### config.mk
export PLATFORM = sky130hd
export DESIGN_NAME = lvl_sensor_frontend_flat
export DESIGN_NICKNAME = d
export VERILOG_FILES = /design/src/rtl/lvl_sensor_frontend_if.sv /design/src/rtl/lvl_sensor_frontend.sv /design/src/flat_wrapper.sv
export SDC_FILE = /design/constraint.sdc
export NUM_CORES = 1
export LEC_CHECK = 0
export CAP_MARGIN = 40
export CORE_MARGIN = 1.5
export CORE_UTILIZATION = 55
export DETAILED_ROUTE_END_ITERATION = 16
export GPL_ROUTABILITY_DRIVEN = 0
export HOLD_SLACK_MARGIN = 0.15
export PLACE_DENSITY = 0.75
export SYNTH_ARGS = -nofsm -noshare
export SYNTH_HDL_FRONTEND = slang
export SYNTH_SLANG_ARGS = --single-unit
### constraint.sdc
create_clock -name clock -period 2.89 [get_ports clock]
set_input_delay 0.578 -clock clock [delete_from_list [all_inputs] [get_ports clock]]
set_output_delay 0.578 -clock clock [all_outputs]
set_load 0.03 [all_outputs]
### src/rtl/lvl_sensor_frontend_if.sv
`default_nettype none
// ============================================================================
// Module  : lvl_sensor_frontend_if
// Brief   : Sensor pins and pump-controller level outputs of the front end.
// Rev     : 1.0  initial release
// ============================================================================
interface lvl_sensor_frontend_if;
   logic       echo;
   logic       trig;
   logic [7:0] water_lvl;
   logic       lvl_valid;
   logic       sensor_fault;
   logic [7:0] dist_cm;

   modport master (
      input  echo,
      output trig,
      output water_lvl,
      output lvl_valid,
      output sensor_fault,
      output dist_cm
   );

   modport slave (
      output echo,
      input  trig,
      input  water_lvl,
      input  lvl_valid,
      input  sensor_fault,
      input  dist_cm
   );
endinterface
`default_nettype wire

### src/rtl/lvl_sensor_frontend.sv
`default_nettype none
// ============================================================================
// Module  : lvl_sensor_frontend
// Brief   : Ultrasonic trigger/echo timing, cm-to-percent conversion and
//           4-sample moving average feeding the pump controller.
// Rev     : 1.0  initial release
// ============================================================================
module lvl_sensor_frontend #(
   parameter int TRIG_CYCLES      = 1000,
   parameter int PERIOD_CYCLES    = 6000000,
   parameter int TICKS_PER_CM     = 5831,
   parameter int ECHO_WAIT_CYCLES = 3000000,
   parameter int EMPTY_CM         = 120,
   parameter int MAX_CM           = 255
) (
   input  logic                  clock,
   input  logic                  rst_n,
   lvl_sensor_frontend_if.master bus
);

   localparam int c_wait_max = (TRIG_CYCLES > ECHO_WAIT_CYCLES) ? TRIG_CYCLES : ECHO_WAIT_CYCLES;
   localparam int c_cnt_w    = $clog2(c_wait_max + 1);
   localparam int c_per_w    = $clog2(PERIOD_CYCLES + 1);
   localparam int c_tick_w   = $clog2(TICKS_PER_CM + 1);

   localparam logic [c_cnt_w-1:0]  c_trig_last = c_cnt_w'(TRIG_CYCLES - 1);
   localparam logic [c_cnt_w-1:0]  c_wait_last = c_cnt_w'(ECHO_WAIT_CYCLES - 1);
   localparam logic [c_cnt_w-1:0]  c_cnt_one   = c_cnt_w'(1);
   localparam logic [c_per_w-1:0]  c_per_last  = c_per_w'(PERIOD_CYCLES - 1);
   localparam logic [c_per_w-1:0]  c_per_one   = c_per_w'(1);
   localparam logic [c_tick_w-1:0] c_tick_last = c_tick_w'(TICKS_PER_CM - 1);
   localparam logic [c_tick_w-1:0] c_tick_one  = c_tick_w'(1);
   localparam logic [7:0]          c_cm_pre    = 8'(MAX_CM - 1);
   localparam logic [7:0]          c_empty     = 8'(EMPTY_CM);
   localparam logic [7:0]          c_pct_max   = 8'd100;

   localparam logic [2:0] c_st_idle = 3'd0;
   localparam logic [2:0] c_st_trig = 3'd1;
   localparam logic [2:0] c_st_wait = 3'd2;
   localparam logic [2:0] c_st_meas = 3'd3;
   localparam logic [2:0] c_st_proc = 3'd4;
   localparam logic [2:0] c_st_filt = 3'd5;
   localparam logic [2:0] c_st_fail = 3'd6;

   logic                r_echo_meta;
   logic                r_echo_s;
   logic                r_echo_prev;
   logic                w_echo_rise;
   logic                w_echo_fall;

   logic [c_per_w-1:0]  r_period;
   logic                w_period_exp;

   logic [2:0]          r_state;
   logic [2:0]          w_state_nxt;
   logic                w_trig_entry;

   logic [c_cnt_w-1:0]  r_cnt;
   logic [c_tick_w-1:0] r_tick;
   logic [7:0]          r_cm;
   logic                w_tick_wrap;
   logic                w_cm_hit;

   logic [7:0]          w_raw_full;
   logic [7:0]          w_raw;
   logic [7:0]          r_raw;
   logic [3:0][7:0]     r_hist;
   logic                r_primed;
   logic [9:0]          w_sum;
   logic [7:0]          w_avg;

   logic [1:0]          r_fail_cnt;
   logic                r_fault;
   logic [7:0]          r_water;
   logic                r_valid;
   logic [7:0]          r_dist;
   logic                r_trig;

   // Echo is asynchronous: two flops before any use, a third for edge detection.
   always_ff @(posedge clock or negedge rst_n) begin
      if (!rst_n) begin
         r_echo_meta <= 1'b0;
         r_echo_s    <= 1'b0;
         r_echo_prev <= 1'b0;
      end else begin
         r_echo_meta <= bus.echo;
         r_echo_s    <= r_echo_meta;
         r_echo_prev <= r_echo_s;
      end
   end

   assign w_echo_rise = r_echo_s & ~r_echo_prev;
   assign w_echo_fall = ~r_echo_s & r_echo_prev;

   assign w_period_exp = (r_period == c_per_last);
   assign w_trig_entry = (w_state_nxt == c_st_trig) && (r_state != c_st_trig);

   // Free-running between triggers; holding at expiry lets IDLE fire late
   // when a measurement overran the period.
   always_ff @(posedge clock or negedge rst_n) begin
      if (!rst_n) begin
         r_period <= c_per_last;
      end else if (w_trig_entry) begin
         r_period <= '0;
      end else if (!w_period_exp) begin
         r_period <= r_period + c_per_one;
      end
   end

   assign w_tick_wrap = (r_tick == c_tick_last);
   assign w_cm_hit    = w_tick_wrap && (r_cm == c_cm_pre);

   always_comb begin
      w_state_nxt = r_state;
      case (r_state)
         c_st_idle: if (w_period_exp) w_state_nxt = c_st_trig;
         c_st_trig: if (r_cnt == c_trig_last) w_state_nxt = c_st_wait;
         c_st_wait: begin
            if (w_echo_rise) begin
               w_state_nxt = c_st_meas;
            end else if (r_cnt == c_wait_last) begin
               w_state_nxt = c_st_fail;
            end
         end
         c_st_meas: begin
            if (w_cm_hit) begin
               w_state_nxt = c_st_fail;
            end else if (w_echo_fall) begin
               w_state_nxt = c_st_proc;
            end
         end
         c_st_proc: w_state_nxt = c_st_filt;
         c_st_filt: w_state_nxt = c_st_idle;
         c_st_fail: w_state_nxt = c_st_idle;
         default:   w_state_nxt = c_st_idle;
      endcase
   end

   always_ff @(posedge clock or negedge rst_n) begin
      if (!rst_n) begin
         r_state <= c_st_idle;
         r_trig  <= 1'b0;
      end else begin
         r_state <= w_state_nxt;
         r_trig  <= (w_state_nxt == c_st_trig);
      end
   end

   // Shared dwell counter for the trigger pulse and the echo-wait timeout.
   always_ff @(posedge clock or negedge rst_n) begin
      if (!rst_n) begin
         r_cnt <= '0;
      end else if (((r_state == c_st_trig) || (r_state == c_st_wait)) &&
                   (w_state_nxt == r_state)) begin
         r_cnt <= r_cnt + c_cnt_one;
      end else begin
         r_cnt <= '0;
      end
   end

   // The falling-edge cycle is counted too, so the cm count covers every
   // cycle echo_s was high.
   always_ff @(posedge clock or negedge rst_n) begin
      if (!rst_n) begin
         r_tick <= '0;
         r_cm   <= 8'd0;
      end else if ((r_state == c_st_wait) && w_echo_rise) begin
         r_tick <= '0;
         r_cm   <= 8'd0;
      end else if (r_state == c_st_meas) begin
         if (w_tick_wrap) begin
            r_tick <= '0;
            r_cm   <= r_cm + 8'd1;
         end else begin
            r_tick <= r_tick + c_tick_one;
         end
      end
   end

   always_comb begin
      w_raw_full = 8'd0;
      if (r_cm < c_empty) begin
         w_raw_full = c_empty - r_cm;
      end
      w_raw = (w_raw_full > c_pct_max) ? c_pct_max : w_raw_full;
   end

   // Sum over the history as it will look after this sample is taken.
   always_comb begin
      if (!r_primed) begin
         w_sum = {r_raw, 2'b00};
      end else begin
         w_sum = {2'b00, r_raw} + {2'b00, r_hist[0]} +
                 {2'b00, r_hist[1]} + {2'b00, r_hist[2]};
      end
      w_avg = w_sum[9:2];
   end

   always_ff @(posedge clock or negedge rst_n) begin
      if (!rst_n) begin
         r_raw      <= 8'd0;
         r_dist     <= 8'd0;
         r_hist     <= '0;
         r_primed   <= 1'b0;
         r_water    <= 8'd0;
         r_valid    <= 1'b0;
         r_fail_cnt <= 2'd0;
         r_fault    <= 1'b0;
      end else begin
         r_valid <= 1'b0;
         case (r_state)
            c_st_proc: begin
               r_raw      <= w_raw;
               r_dist     <= r_cm;
               r_fail_cnt <= 2'd0;
               r_fault    <= 1'b0;
            end
            c_st_filt: begin
               if (!r_primed) begin
                  r_hist <= {4{r_raw}};
               end else begin
                  r_hist <= {r_hist[2:0], r_raw};
               end
               r_primed <= 1'b1;
               r_water  <= w_avg;
               r_valid  <= 1'b1;
            end
            c_st_fail: begin
               if (r_fail_cnt != 2'd3) begin
                  r_fail_cnt <= r_fail_cnt + 2'd1;
               end
               if (r_fail_cnt >= 2'd2) begin
                  r_fault <= 1'b1;
               end
            end
            default: begin
            end
         endcase
      end
   end

   assign bus.trig         = r_trig;
   assign bus.water_lvl    = r_water;
   assign bus.lvl_valid    = r_valid;
   assign bus.sensor_fault = r_fault;
   assign bus.dist_cm      = r_dist;

endmodule
`default_nettype wire

### src/flat_wrapper.sv
// flat-port wrapper written by rule: the top's interface ports become plain ports
module lvl_sensor_frontend_flat 
#(
   parameter int TRIG_CYCLES      = 1000,
   parameter int PERIOD_CYCLES    = 6000000,
   parameter int TICKS_PER_CM     = 5831,
   parameter int ECHO_WAIT_CYCLES = 3000000,
   parameter int EMPTY_CM         = 120,
   parameter int MAX_CM           = 255
)
  (clock, rst_n, bus_echo, bus_trig, bus_water_lvl, bus_lvl_valid, bus_sensor_fault, bus_dist_cm);
  lvl_sensor_frontend_if bus_i ();
  input  logic clock;
  input  logic rst_n;
  input wire logic [$bits(bus_i.echo)-1:0] bus_echo;
  output wire logic [$bits(bus_i.trig)-1:0] bus_trig;
  output wire logic [$bits(bus_i.water_lvl)-1:0] bus_water_lvl;
  output wire logic [$bits(bus_i.lvl_valid)-1:0] bus_lvl_valid;
  output wire logic [$bits(bus_i.sensor_fault)-1:0] bus_sensor_fault;
  output wire logic [$bits(bus_i.dist_cm)-1:0] bus_dist_cm;
  assign bus_i.echo = bus_echo;
  assign bus_trig = bus_i.trig;
  assign bus_water_lvl = bus_i.water_lvl;
  assign bus_lvl_valid = bus_i.lvl_valid;
  assign bus_sensor_fault = bus_i.sensor_fault;
  assign bus_dist_cm = bus_i.dist_cm;
  lvl_sensor_frontend #(.TRIG_CYCLES(TRIG_CYCLES), .PERIOD_CYCLES(PERIOD_CYCLES), .TICKS_PER_CM(TICKS_PER_CM), .ECHO_WAIT_CYCLES(ECHO_WAIT_CYCLES), .EMPTY_CM(EMPTY_CM), .MAX_CM(MAX_CM)) u_core (.clock(clock), .rst_n(rst_n), .bus(bus_i));
endmodule
==> results.json, run 1 <==
{
  "fp-row-count": 40,
  "synth_xor_area_share_pct": 9.10,
  "postRouteAntennaNets": 0,
  "slowest_stage": "fa_1",
  "ys_ff_latch": 126,
  "yosys.area_share.simple_pct": 22.1,
  "stdcell_area_mm2": 0.00820,
  "pin_count": 22,
  "rsz0062_at_grt": "yes",
  "cp.required_ns": 3.23,
  "seqCellArea_mm2": 0.00317,
  "syn_area_per_cell_um2": 9.40,
  "post-route-min-period_ns": 3.17,
  "core-area_mm2": 0.0121,
  "cts-htree-levels": 4,
  "drc": 0,
  "nets": 817,
  "synth_compound_area_share_pct": 10.9,
  "yosysWarnings": 0,
  "synth-main-ff-cell": "dfrtp_1",
  "synthMuxAreaShare_pct": 0.293,
  "grt_overflow": 0,
  "grt_pass1_vias": 5326,
  "synth_top_family_by_area": "simple AND/OR/NAND/NOR gates",
  "fin_util_pct": 68.0,
  "holdWs_ns": 0.350,
  "synth_top_cell_by_area": "dfrtp_1",
  "vias": 5265,
  "path_buf_inv": 2,
  "synth.distinct_cells": 60,
  "die_area_mm2": 0.0131,
  "wirelength_mm": 14.0,
  "cpPeakStageDelay_ns": 0.50,
  "synth-edff-count": 0,
  "hp-class": "flip-flop to flip-flop",
  "drt_iter0_drc": 329,
  "final_cells": 961,
  "final_common_cell": "dfrtp_1",
  "clock_latency_ns": 0.42,
  "fillers": 896,
  "dr.pass1.iters": 5,
  "path_clk_slew_ns": 0.05,
  "post-place-ws_ns": -0.251,
  "grt_pass1_wl_mm": 24.2,
  "final-setup-viol-count": 7,
  "antenna_found_initial": 0,
  "area_delta_synth_final_pct": 20.0,
  "violations": "negative setup slack",
  "slew_headroom_pct": 51.7,
  "ir_worst_vdd_mv": 0.338,
  "syn_nets": 764,
  "wl_per_cell_um": 14.5,
  "routed_via_density": 5.48,
  "finClkSkew_ns": 0.00613,
  "fin_ws_ns": -0.276,
  "grt_max_degree": 77,
  "clockBufferDepth": 2,
  "final_cell_mix": "110 x dfrtp_1, 100 x nand2_1, 77 x nor2_1, 41 x xor2_1, 39 x inv_1",
  "synth_area_mm2": 0.00684,
  "cts_root_buf": "clkbuf_16",
  "cts_buffers": 17,
  "cp_max_fo": 3,
  "fin_crit_sh_pct": 110,
  "die_h_um": 114,
  "maxCapViolCount": 0,
  "drv_slew": 0,
  "yosysSeqAreaShare_pct": 46.4,
  "antenna_cells": 0,
  "synth_top_area_share_pct": 40.3,
  "final_layout_size_suffix_gt1_share_pct": 16.1,
  "tightest_slew_ns": 0.724,
  "crit_family": "adder cells",
  "finalHoldViolCount": 0,
  "dieWidth_um": 114,
  "dp_cells": 926,
  "placed_area_mm2": 0.00745,
  "cp-end-kind": "flip-flop",
  "clock-sinks": 126,
  "startpoint_type": "flip-flop",
  "total_leakage_power_uw": 0.00366,
  "hpwl_mm": 9.35,
  "io_buffers": 21,
  "synthAdderAreaFrac_pct": 7.21,
  "start_util_pct": 56.7,
  "netlist_instances": 727,
  "max_clock_freq_mhz": 316,
  "async_flop_share_pct": 100,
  "power_density_mw_per_mm2": 484,
  "multi_input_area_mm2": 0.00355,
  "synthTopCellsByArea": "dfrtp_1 40%, dfstp_2 6.2%, nand2_1 5.5%",
  "path_cells": "ha_4, inv_2, fa_2, nor2b_2, o21ai_2, a21boi_1, o21a_1, nor2_2, xor2_1, fa_1, inv_2, ha_4, a21o_1, a31o_4, xnor2_2, o21ai_1",
  "grt_use_total_pct": 23.3,
  "outcome": "finished with violations",
  "worstSetupPathType": "flip-flop to flip-flop",
  "cts_tree": "done",
  "cp.arrival_ns": 3.51
}
[synthesized netlist by cell type, drive strengths merged (6+ instances only)]
cell type / count
a211oi: 15
a21o: 6
a21oi: 36
a22o: 6
and3: 8
buf: 8
clkbuf: 16
dfrtp: 110
dfstp: 16
fa: 9
ha: 25
inv: 42
nand2: 100
nand2b: 8
nand3: 27
nand4: 15
nor2: 89
nor2b: 10
nor3: 18
o21ai: 30
or3: 6
xnor2: 29
xor2: 42
[where the power goes]
group	switching [uW]	total (uW)	internal, uW
combinational	35.3	42.6	7.36
sequential	0.970	1770	1770
clock	739	2160	1420
[worst reg2reg max path, delay by kind of cell (launching register included)]
kind | cells | cell delay, ns
AND/OR/NAND/NOR | 2 | 0.20
AO/OA/AOI/OAI | 6 | 0.89
flip-flops | 1 | 0.39
adder cells (fa/ha/maj) | 4 | 1.24
XOR/XNOR | 2 | 0.29
buffers and inverters | 2 | 0.09
[logic make-up after synthesis]
family,count (synthesis)
AOI/OAI and AO/OA,116
muxes,2
DFF,126
and+or+nand+nor,312
xor gates and xnor gates,71
buffers and inverters,66
adders and majority gates,34
[state kept, by name, summed over array words and instances (netlist names), 2 cells and up]
signal	flops
u_core.r_hist	24
u_core.r_period	23
u_core.r_cnt	22
u_core.r_tick	13
u_core.bus.dist_cm	8
u_core.bus.water_lvl	8
u_core.r_cm	8
u_core.r_raw	8
u_core.r_state	3
u_core.r_fail_cnt	2
[cell type report]
class	count	share of cell area, %
multi-input cells	535	43.3
flip-flops and latches	126	38.7
repair buffers	58	6.25
clock buffers	25	5.92
well taps	168	2.56
inverters	42	1.92
clock inverters	7	1.34
[metal layers]
| layer | vias to the layer above | share of wire, % | global-route usage [%] |
|---|---|---|---|
| met5 | - | 0 | 0 |
| met4 | 0 | 2.0 | 9.83 |
| met3 | 26 | 3.1 | 5.08 |
| met2 | 108 | 48 | 38.3 |
| met1 | 2555 | 47 | 29.8 |
| li1 | 2576 | - | - |
[through the flow]
step	power [uW]	TNS, ns
floorplan	1800	-0.196
global placement	1840	-0.955
detailed placement	1840	-1.23
CTS	4010	-1.09
global route	4080	-2.61
finish	3970	-1.47
[timing repair]
item,CTS,global route
setup buffers,3,0
setup endpoints to repair,7,8
hold endpoints to repair,19,0
gates resized for setup,25,8
pin swaps,23,9
hold buffers,1,0
[worst paths after layout]
path / start / end / slack (ns) / depth (start not counted)
max in group asynchronous: rst_n / u_core.r_period[11] / 1.59 / 3
hold reg to reg: u_core.r_echo_meta / u_core.r_echo_s / 0.35 / 0
setup reg to reg: u_core.r_hist[0] / u_core.bus.water_lvl[5] / -0.28 / 16
min in group asynchronous: rst_n / u_core.r_fail_cnt[1] / 0.58 / 2
hold / removal: u_core.r_echo_meta / u_core.r_echo_s / 0.35 / 0
setup / recovery: u_core.r_hist[0] / u_core.bus.water_lvl[5] / -0.28 / 16
(Power assumes the default switching activity.)
==> inputs of run 2 (changes only) <==
clock period = 2.9 ns   (was 2.89 ns; I/O delays follow)
==> run 2 against run 1 <==
  * The flow still finishes with violations (negative setup slack)
  * Total power is 4.0% lower
  * Worst setup slack worse by 0.056 ns
  * Global-route usage grew 0.53 points
  * Utilization shrank 0.55 points
  * Hold slack about the same
  * Combinational power is 0.9% higher
  * Critical endpoint unchanged
  * Largest cell class unchanged
  * Critical path type unchanged
  * Sequential power about the same
  * Clock power down 7%
  * Highest routed layer unchanged
==> results.json, run 2 (synthesized netlist as in run 1, its figures left out) <==
{
  "final_cell_mix": "110 x dfrtp_1, 100 x nand2_1, 78 x nor2_1, 41 x xor2_1, 37 x inv_1",
  "violations": "negative setup slack",
  "drt_iter0_drc": 340,
  "dr.pass1.iters": 5,
  "cts_buffers": 17,
  "cp.arrival_ns": 3.54,
  "dp_cells": 926,
  "finalPower_uw": 3810,
  "routed_via_density": 5.50,
  "area_delta_synth_final_pct": 19.1,
  "post-place-ws_ns": -0.321,
  "largest_reg_flops": 24,
  "clock_latency_ns": 0.42,
  "nets": 817,
  "wirelength_mm": 14.1,
  "max_clock_freq_mhz": 309,
  "slew_headroom_pct": 53.5,
  "drv_slew": 0,
  "largest_register": "u_core.r_hist",
  "holdWs_ns": 0.349,
  "core-area_mm2": 0.0121,
  "dieWidth_um": 114,
  "fp-row-count": 40,
  "r2r_slack_ns": -0.33,
  "drc": 0,
  "tightest_slew_ns": 0.694,
  "hp-class": "flip-flop to flip-flop",
  "startpoint_type": "flip-flop",
  "grt_max_degree": 82,
  "grt_pass1_vias": 5364,
  "fin_ws_ns": -0.332,
  "cp_max_fo": 3,
  "fin_crit_sh_pct": 111,
  "total_leakage_power_uw": 0.00363,
  "min_path_cells": 0,
  "clock-sinks": 126,
  "cts_tree": "done",
  "io_buffers": 21,
  "rr_endpoint": "u_core.bus.water_lvl[5]",
  "cp.required_ns": 3.20,
  "final_cells": 961,
  "pin_count": 22,
  "holdPathEnd": "u_core.r_echo_s",
  "final-setup-viol-count": 6,
  "reg.largest.list": "u_core.r_hist x24, u_core.r_period x23, u_core.r_cnt x22",
  "vias": 5283,
  "die_h_um": 114,
  "worstSetupPathType": "flip-flop to flip-flop",
  "start_util_pct": 56.7,
  "clockBufferDepth": 2,
  "final_common_cell": "dfrtp_1",
  "wl_per_cell_um": 14.7,
  "cts-htree-levels": 4,
  "cts_root_buf": "clkbuf_16",
  "hpwl_mm": 9.55,
  "cp-end-kind": "flip-flop",
  "crit-reg2reg-launch": "u_core.r_raw[0]",
  "maxCapViolCount": 0,
  "rsz0062_at_grt": "yes",
  "outcome": "finished with violations",
  "die_area_mm2": 0.0131,
  "grt_pass1_wl_mm": 24.7,
  "post-route-min-period_ns": 3.23,
  "grt_use_total_pct": 23.8,
  "antenna_found_initial": 0,
  "final_layout_size_suffix_gt1_share_pct": 16.3,
  "grt_overflow": 0,
  "power_density_mw_per_mm2": 468,
  "postRouteAntennaNets": 0,
  "min_from": "u_core.r_echo_meta",
  "finClkSkew_ns": 0.00576,
  "finalHoldViolCount": 0,
  "path_clk_slew_ns": 0.05,
  "antenna_cells": 0,
  "reg2reg_depth": 16,
  "ir_worst_vdd_mv": 0.439
}
[run 2: cell types whose count changed in the layout (fill, tap and decap cells not counted), moves of 2 or more]
cell      before  now
a21oi_1       31   33
a21oi_2        5    3
clkbuf_8       3    1
clkinv_2       4    6
inv_1         39   37
inv_2          3    5
[run 2: worst max-delay path: stages, from the launching register on]
cell and delay (ns):
dfrtp_1 0.35, ha_2 0.19, inv_2 0.04, fa_2 0.37, nor2b_2 0.14, o21ai_2 0.08, a21boi_2 0.16, o21a_1 0.17
nor2_2 0.05, xor2_1 0.17, fa_1 0.52, inv_2 0.05, ha_4 0.21, a21o_1 0.16, a31o_4 0.22, xnor2_2 0.14
o21ai_1 0.08
[run 2: worst max-delay path by stage]
stage | start | to | slack [ns] | cells after the start
after global routing | u_core.r_raw[0] | u_core.bus.water_lvl[5] | -0.49 | 16
after global placement | u_core.r_hist[0] | u_core.bus.water_lvl[7] | -0.21 | 16
after CTS | u_core.r_hist[0] | u_core.bus.water_lvl[7] | -0.29 | 16
final | u_core.r_raw[0] | u_core.bus.water_lvl[5] | -0.33 | 16
after floorplan | u_core.r_raw[0] | u_core.bus.water_lvl[7] | -0.08 | 16
after detailed placement | u_core.r_hist[0] | u_core.bus.water_lvl[7] | -0.32 | 16
[run 2: area by class of cell]
class	count	area, um^2
Clock buffer	24	462
Clock inverter	8	90.1
Fill cell	923	3920
Inverter	42	158
Multi-Input combinational cell	535	3530
Sequential cell	126	3170
Tap cell	168	210
Timing Repair Buffer	58	513
[run 2: routing by layer]
| metal | share of wire, % | global-route usage [%] | vias up |
|---|---|---|---|
| met5 | 0 | 0 | - |
| met4 | 1.8 | 8.92 | 0 |
| met3 | 3.2 | 5.40 | 23 |
| met2 | 49 | 38.8 | 84 |
| met1 | 46 | 31.2 | 2589 |
| li1 | - | - | 2587 |
[run 2: repair_timing]
item | 4_1_cts | 5_1_grt
buffers inserted | 1 | 2
gates resized for setup | 19 | 14
endpoints found under the setup margin | 7 | 7
cloned | 0 | 0
endpoints found under the hold margin | 12 | 0
pin swaps | 8 | 20
hold buffers | 1 | 0
[run 2: stage by stage]
stage	cell area [um^2]	TNS (ns)	utilization (%)
final	8140	-1.36	67.5
after global routing	8140	-2.40	67.5
after CTS	8070	-1.24	66.9
after detailed placement	7450	-1.40	61.8
after global placement	7450	-0.882	61.8
after floorplan	6870	-0.166	-
[run 2: where the power goes]
group / total (uW) / switching, uW / internal, uW
combinational: 43.0 / 35.7 / 7.34
sequential: 1760 / 1.18 / 1760
clock: 2000 / 729 / 1280
